**src/rtl/exec_pipe_ctrl.sv**
```systemverilog
// exec_pipe_ctrl: PC / fetch-request owner, in-flight destination scoreboard,
// operand forward selects, load-use stall and branch-redirect flush for the
// RV32 execution unit. Operand data muxes live outside this block.

// One scoreboard stage: compares its tracked destination against both
// decode sources. A stage-1 load hit is what produces the load-use stall.
module exec_pipe_ctrl_stage (
    input  logic       vld,
    input  logic [4:0] rd,
    input  logic       ld,
    input  logic [4:0] rs1,
    input  logic       rs1_used,
    input  logic [4:0] rs2,
    input  logic       rs2_used,
    output logic       hit1,
    output logic       hit2,
    output logic       ld_hit
);
    // x0 is never a dependency, even if some stage claims to write it
    assign hit1   = vld & rs1_used & (rs1 != 5'd0) & (rd == rs1);
    assign hit2   = vld & rs2_used & (rs2 != 5'd0) & (rd == rs2);
    assign ld_hit = ld & (hit1 | hit2);
endmodule

module exec_pipe_ctrl #(
    parameter int              XLEN      = 32,
    parameter logic [XLEN-1:0] RESET_PC  = '0,
    parameter int              FWD_DEPTH = 2,
    localparam int             SELW      = $clog2(FWD_DEPTH + 1)
) (
    input  logic            clk,
    input  logic            reset_n,
    output logic            imem_req,
    output logic [XLEN-1:0] imem_addr,
    input  logic            imem_gnt,
    input  logic            id_valid,
    input  logic [4:0]      id_rs1,
    input  logic            id_rs1_used,
    input  logic [4:0]      id_rs2,
    input  logic            id_rs2_used,
    input  logic [4:0]      id_rd,
    input  logic            id_rd_wen,
    input  logic            id_is_load,
    input  logic            redirect_en,
    input  logic [XLEN-1:0] redirect_pc,
    output logic            stall,
    output logic            flush,
    output logic [SELW-1:0] fwd_rs1_sel,
    output logic [SELW-1:0] fwd_rs2_sel
);

    typedef struct packed {
        logic       vld;
        logic [4:0] rd;
        logic       ld;
    } sb_entry_t;

    sb_entry_t [FWD_DEPTH:1] sb_q;
    logic      [FWD_DEPTH:1] hit1, hit2, ld_hit;
    logic [XLEN-1:0]         pc_q;
    logic                    run_q;     // low until the first edge after reset release
    logic                    issue;
    logic                    unused_pc_lsb;

    // Redirect targets are word aligned; the low bits are dropped on purpose
    assign unused_pc_lsb = ^redirect_pc[1:0];

    generate
        for (genvar k = 1; k <= FWD_DEPTH; k++) begin : g_stage
            exec_pipe_ctrl_stage u_stage (
                .vld      (sb_q[k].vld),
                .rd       (sb_q[k].rd),
                .ld       (sb_q[k].ld),
                .rs1      (id_rs1),
                .rs1_used (id_rs1_used),
                .rs2      (id_rs2),
                .rs2_used (id_rs2_used),
                .hit1     (hit1[k]),
                .hit2     (hit2[k]),
                .ld_hit   (ld_hit[k])
            );
        end
    endgenerate

    // A load still in EX has no result yet; redirect kills the reader instead of holding it
    assign stall     = id_valid & ~redirect_en & ld_hit[1];
    assign flush     = run_q & redirect_en;
    assign imem_req  = run_q & ~stall;
    assign imem_addr = pc_q;
    assign issue     = id_valid & ~stall & ~flush;

    // Forward select: scan oldest to youngest so the youngest producer overrides
    always_comb begin
        fwd_rs1_sel = '0;
        fwd_rs2_sel = '0;
        for (int k = FWD_DEPTH; k >= 1; k--) begin
            if (hit1[k]) fwd_rs1_sel = SELW'(k);
            if (hit2[k]) fwd_rs2_sel = SELW'(k);
        end
    end

    // Scoreboard: the back end never stalls, so entries advance every cycle
    always_ff @(posedge clk or negedge reset_n) begin
        if (!reset_n) begin
            sb_q <= '0;
        end else begin
            sb_q[1].vld <= issue & id_rd_wen & (id_rd != 5'd0);
            sb_q[1].rd  <= issue ? id_rd : 5'd0;
            sb_q[1].ld  <= issue & id_is_load;
            for (int k = 2; k <= FWD_DEPTH; k++) begin
                sb_q[k] <= sb_q[k-1];
            end
        end
    end

    // PC: redirect, then stall hold, then advance on an accepted fetch
    always_ff @(posedge clk or negedge reset_n) begin
        if (!reset_n) begin
            pc_q  <= RESET_PC;
            run_q <= 1'b0;
        end else begin
            run_q <= 1'b1;
            if (flush) begin
                pc_q <= {redirect_pc[XLEN-1:2], 2'b00};
            end else if (imem_req && imem_gnt) begin
                pc_q <= pc_q + XLEN'(4);
            end
        end
    end

endmodule
```
**config.mk**
```make
export PLATFORM = sky130hd
export DESIGN_NAME = exec_pipe_ctrl
export DESIGN_NICKNAME = d
export VERILOG_FILES = /design/src/rtl/exec_pipe_ctrl.sv
export SDC_FILE = /design/constraint.sdc
export NUM_CORES = 1
export LEC_CHECK = 0
export CORE_AREA = 3 3 78 80
export DETAILED_ROUTE_END_ITERATION = 7
export DIE_AREA = 0 0 81 83
export PLACE_DENSITY = 0.93
export SYNTH_ARGS = -nofsm -noshare
export SYNTH_HDL_FRONTEND = slang
export SYNTH_HIERARCHICAL = 1
export SYNTH_SLANG_ARGS = --single-unit
```
**constraint.sdc**
```tcl
create_clock -name clk -period 5 [get_ports clk]
set_input_delay 1 -clock clk [delete_from_list [all_inputs] [get_ports clk]]
set_output_delay 1 -clock clk [all_outputs]
set_load 0.02 [all_outputs]
```
==> out/qor.csv, run 1 <==
stage,metric,value,unit
timing,crit share post-route,90.4,%
timing,# setup viols final,0,
logic_synthesis,Mapped Area,0.00254,sq mm
clock_tree,CTS root buf,clkbuf_8,
placement,routability cong.,0.819,
layout,share of layout cells above drive strength 1,5.12,%
route,via count,2482,
timing,maximum clock rate,221,MHz
clock_tree,number of buffers created by CTS,5,
route,DR pass1 iterations,4,
grt,global-route wire length before repair,11.2,mm
worst_setup_path,Crit path arrival time,3.52,ns
worst_setup_path,CP startpoint kind,input pin,
worst_setup_path,critical path required time,4.00,ns
worst_setup_path,Reg2Reg Launch Point,sb_q[3],
job,Max Cap Viol,0,
hold_path,min-delay src,sb_q[5],
clock_tree,post_cts resized,0,
timing,Fin Setup TNS,0,ns
clock_tree,Worst-path clk slew,0.08,ns
clock_tree,Post-CTS Setup Inserts,0,
placement,placed cells,435,
clock_tree,Worst-Skew Late Latency,0.30,ns
placement,Port Buf Inserts,90,
logic_synthesis,synthesized instance count,283,
hold_path,Min-Delay Path Class,register to register,
clock_tree,CTS Hold Bufs,0,
hold_path,hold endpoint,sb_q[12],
power,Pwr Density,290,mW/mm^2
grt,total track usage,20.8,%
timing,setup slack after layout,0.481,ns
power,Worst VDD drop,0.157,mV
layout,fill count,462,
worst_setup_path,reg2reg setup slack,2.45,ns
grt,initial antenna violation count,0,
layout,Sequential cell area,0.00110,sq mm
worst_setup_path,CP Max Fanout,6,
die,die width,81,um
power,Lkg Pwr,1.39,nW
clock_tree,Max H-tree Level,2,
grt,vias in the first global route,2404,
die,die area,0.00672,sq mm
worst_setup_path,critical setup path kind,input pin to primary output,
route,mean routed wirelength per cell,15.8,um
placement,Post-DP Area,0.00349,sq mm
clock_tree,Sink Count,44,
placement,dpl ws,0.481,ns
outcome,outcome,"finished, final reports clean",
worst_setup_path,worst reg2reg path depth,8,
clock_tree,CTS tree,built,
die,core area,0.00547,sq mm
die,Rows,27,
route,final WL,6.98,mm
route,vias per cell,5.60,
timing,"Min Clock Period, post-route",4.52,ns
hold_path,Worst Hold Depth,0,
grt,largest net degree at the start of global routing,45,
timing,RSZ-0062 raised after global routing,no,
grt,grt ovf,0,
route,DRC Markers,0,
layout,nets,427,
worst_setup_path,worst reg2reg path endpoint,imem_addr[9],
layout,area delta synth->final,42.2,%
layout,diode count,0,
route,DRT iter0 DRCs,170,
logic_synthesis,Syn. warnings,6,
timing,Final Max Slew Viols,0,
timing,Slew @ Worst Pin,0.971,ns
route,Routed Antenna Nets,0,
layout,Finished Layout Cells,443,
timing,"Hold Vio Cnt, Final",0,
clock_tree,worst-case clock buffer depth,2,
layout,post-route cell area,0.00361,sq mm
die,Die Span Y,83,um
layout,area of the multi-input gates,0.00135,sq mm
timing,Rel. slew slack,35.3,%
die,initial core utilization,46.5,%
placement,HPWL after detailed placement,5.22,mm
worst_setup_path,Worst setup EP type,primary output,
layout,end-of-flow core utilization,66.0,%
timing,clk_skew,0.00688,ns
die,boundary pin count,95,
logic_synthesis,Synth Area per Inst,8.98,sq um
-- cell type report --
| cell class | count | area share [%] |
|---|---|---|
| clock buffers | 7 | 2.67 |
| repair buffers | 94 | 25.6 |
| well taps | 72 | 2.49 |
| multi-input cells | 219 | 37.3 |
| inverters | 6 | 0.623 |
| clock inverters | 1 | 0.831 |
| flip-flops and latches | 44 | 30.5 |
-- per-stage QoR --
stage	total power, mW	hold slack (ns)
floorplan	0.597	0.354
global placement	0.747	0.358
detailed placement	0.757	0.362
CTS	1.05	0.380
global route	1.10	0.396
finish	1.05	0.379
-- cells in the final DEF (no fill, tap or decap), types with 3 or more instances in the layout --
| cell | n |
|---|---|
| or4_1 | 4 |
| xor2_1 | 14 |
| nor2_1 | 13 |
| and2_1 | 7 |
| o22ai_1 | 4 |
| a31oi_1 | 3 |
| o211ai_1 | 5 |
| buf_4 | 4 |
| o21ai_0 | 15 |
| o311ai_0 | 4 |
| a22oi_1 | 3 |
| nand4_1 | 15 |
| nor4b_1 | 4 |
| clkdlybuf4s50_1 | 89 |
| xnor2_1 | 15 |
| a21oi_1 | 12 |
| conb_1 | 3 |
| nor2b_1 | 3 |
| nand2_1 | 36 |
| inv_1 | 5 |
| o211a_1 | 3 |
| dfrtp_1 | 44 |
| or3_1 | 3 |
| nor3_1 | 4 |
| clkbuf_8 | 7 |
| nand3_1 | 26 |
| nor4_1 | 5 |
-- power by group --
group	total, mW	switching (mW)	internal [mW]
registers	0.456	0.0587	0.397
clock network	0.296	0.119	0.176
logic	0.295	0.145	0.150
-- state kept, by name, summed over array words and instances, names as in the netlist --
| register | count |
|---|---|
| sb_q | 13 |
| imem_addr | 30 |
| run_q | 1 |
-- routing by layer --
layer  global-route usage, %  routed length [um]  up-vias
li1                        -                   -     1203
met5                       0                   0        -
met2                    35.0                3490      103
met4                    6.14                  83        0
met3                    4.01                 522        9
met1                    26.7                2880     1167
-- critical path: stages --
cell,delay [ns]
clkdlybuf4s50_1,0.51
or4_1,0.55
a21oi_1,0.16
nor4b_1,0.09
o21a_1,0.21
and3b_1,0.25
nor2b_1,0.13
clkdlybuf4s50_1,0.63
-- worst max path at each step --
stage              start        to  slack [ns]  depth (start not counted)
2_1_floorplan  id_rs1[2]  imem_req        1.35                          7
3_3_place_gp   id_rs1[2]  imem_req        0.55                          8
3_5_place_dp   id_rs1[2]  imem_req        0.48                          8
4_1_cts        id_rs1[2]  imem_req        0.48                          8
5_1_grt        id_rs1[2]  imem_req        0.35                          8
6_report       id_rs1[2]  imem_req        0.48                          8
Power figures use the tool's default switching activity.
==> run 2: changes to the inputs <==
PLACE_DENSITY = 0.87   (was 0.93)
==> run 2 against run 1 <==
Register-to-register slack worse by 0.07 ns. Design area is 0.93% lower. Clock skew increased by 0.0067 ns. Hold slack gained 0.0057 ns. Clock power decreased by 23%. Non-clock buffer count unchanged. Routed wire length is 4.4% lower. Via count is 1.6% lower. Largest power group unchanged. Sequential cell count is the same. Final cell count is the same.
==> out/qor.csv, run 2 (same netlist as run 1, synthesis figures left out) <==
stage,metric,value,unit
outcome,outcome,"finished, final reports clean",
clock_tree,post_cts resized,0,
timing,RSZ-0062 raised after global routing,no,
power,Pwr Density,273,mW/mm^2
timing,Rel. slew slack,35.9,%
die,core area,0.00547,sq mm
worst_setup_path,Crit path arrival time,3.51,ns
timing,Slew @ Worst Pin,0.962,ns
timing,crit share post-route,90.2,%
worst_setup_path,reg2reg setup slack,2.38,ns
clock_tree,Post-CTS Setup Inserts,0,
route,DR pass1 iterations,4,
job,Max Cap Viol,0,
layout,fill count,475,
die,initial core utilization,46.5,%
worst_setup_path,worst reg2reg path endpoint,imem_addr[9],
grt,grt ovf,0,
die,boundary pin count,95,
clock_tree,Worst-path clk slew,0.07,ns
placement,Port Buf Inserts,90,
route,Routed Antenna Nets,0,
power,Lkg Pwr,1.38,nW
route,via count,2443,
timing,"Min Clock Period, post-route",4.51,ns
clock_tree,Max H-tree Level,2,
die,die width,81,um
layout,diode count,0,
grt,largest net degree at the start of global routing,45,
worst_setup_path,critical setup path kind,input pin to primary output,
placement,routability cong.,0.807,
timing,Fin Setup TNS,0,ns
hold_path,Min-Delay Path Class,register to register,
worst_setup_path,critical path required time,4.00,ns
grt,total track usage,20.9,%
clock_tree,Worst-Skew Late Latency,0.30,ns
die,Rows,27,
power,Worst VDD drop,0.163,mV
worst_setup_path,worst reg2reg path depth,8,
route,DRC Markers,0,
timing,clk_skew,0.0136,ns
worst_setup_path,Reg2Reg Launch Point,sb_q[4],
clock_tree,worst-case clock buffer depth,2,
route,mean routed wirelength per cell,15.1,um
layout,post-route cell area,0.00358,sq mm
clock_tree,Sink Count,44,
hold_path,min-delay src,sb_q[5],
placement,HPWL after detailed placement,5.01,mm
route,DRT iter0 DRCs,108,
route,vias per cell,5.51,
layout,share of layout cells above drive strength 1,5.12,%
worst_setup_path,Worst setup EP type,primary output,
layout,nets,427,
layout,"most common cell after layout, fill and taps aside",clkdlybuf4s50_1,
clock_tree,number of buffers created by CTS,5,
grt,vias in the first global route,2474,
die,Die Span Y,83,um
layout,area delta synth->final,40.8,%
worst_setup_path,CP Max Fanout,6,
placement,dpl ws,0.488,ns
placement,Post-DP Area,0.00349,sq mm
hold_path,Worst Hold Depth,0,
clock_tree,CTS root buf,clkbuf_8,
layout,Largest register FFs,30,
timing,maximum clock rate,222,MHz
clock_tree,CTS tree,built,
timing,"Hold Vio Cnt, Final",0,
route,final WL,6.68,mm
die,die area,0.00672,sq mm
timing,# setup viols final,0,
timing,Final Max Slew Viols,0,
clock_tree,CTS Hold Bufs,0,
timing,setup slack after layout,0.489,ns
worst_setup_path,CP startpoint kind,input pin,
hold_path,hold endpoint,sb_q[12],
grt,initial antenna violation count,0,
layout,most frequent cells in the layout,"clkdlybuf4s50_1 (89), dfrtp_1 (44), nand2_1 (36)",
grt,global-route wire length before repair,11.3,mm
run 2: metal layers:
metal / track usage [%] / vias up / wire [um]
li1: - / 1202 / -
met1: 27.6 / 1154 / 2910
met2: 34.4 / 80 / 3240
met3: 4.56 / 7 / 444
met4: 5.53 / 0 / 79
met5: 0 / - / 0
run 2: metrics by stage:
stage                     total power, mW  hold WS [ns]  utilization, %  std cells
after floorplan                     0.597         0.354               -        284
after CTS                           0.983         0.387            65.4        443
after global routing                 1.03         0.403            65.4        443
after detailed placement            0.755         0.371            63.7        435
final                               0.976         0.385            65.4        443
after global placement              0.748         0.358            63.7        435
run 2: how the worst max path moves through the flow:
stage               startpoint  slack [ns]        to  depth (start not counted)
finish               id_rs2[0]        0.49  imem_req                          8
global route         id_rs2[0]        0.38     stall                          7
CTS                  id_rs1[2]        0.48  imem_req                          8
detailed placement   id_rs1[2]        0.49  imem_req                          8
global placement     id_rs1[2]        0.55  imem_req                          8
floorplan            id_rs1[2]        1.35  imem_req                          7
run 2: power breakdown:
| part | switching, mW | internal (mW) |
|---|---|---|
| clock | 0.118 | 0.110 |
| combinational | 0.143 | 0.150 |
| sequential | 0.0579 | 0.397 |
run 2: worst max-delay path, stage by stage:
cell	delay, ns
clkdlybuf4s50_1	0.50
or4_1	0.55
a21oi_1	0.17
nor4b_1	0.10
o21a_1	0.20
and3b_1	0.26
nor2b_1	0.13
clkdlybuf4s50_1	0.60
run 2: area by class of cell:
type | count | area [sq um] | share of cell area [%]
well taps | 72 | 90.1 | 2.52
repair buffers | 94 | 926 | 25.9
inverters | 6 | 22.5 | 0.629
clock buffers | 6 | 82.6 | 2.31
clock inverters | 2 | 10.0 | 0.280
multi-input cells | 219 | 1350 | 37.7
flip-flops and latches | 44 | 1100 | 30.7
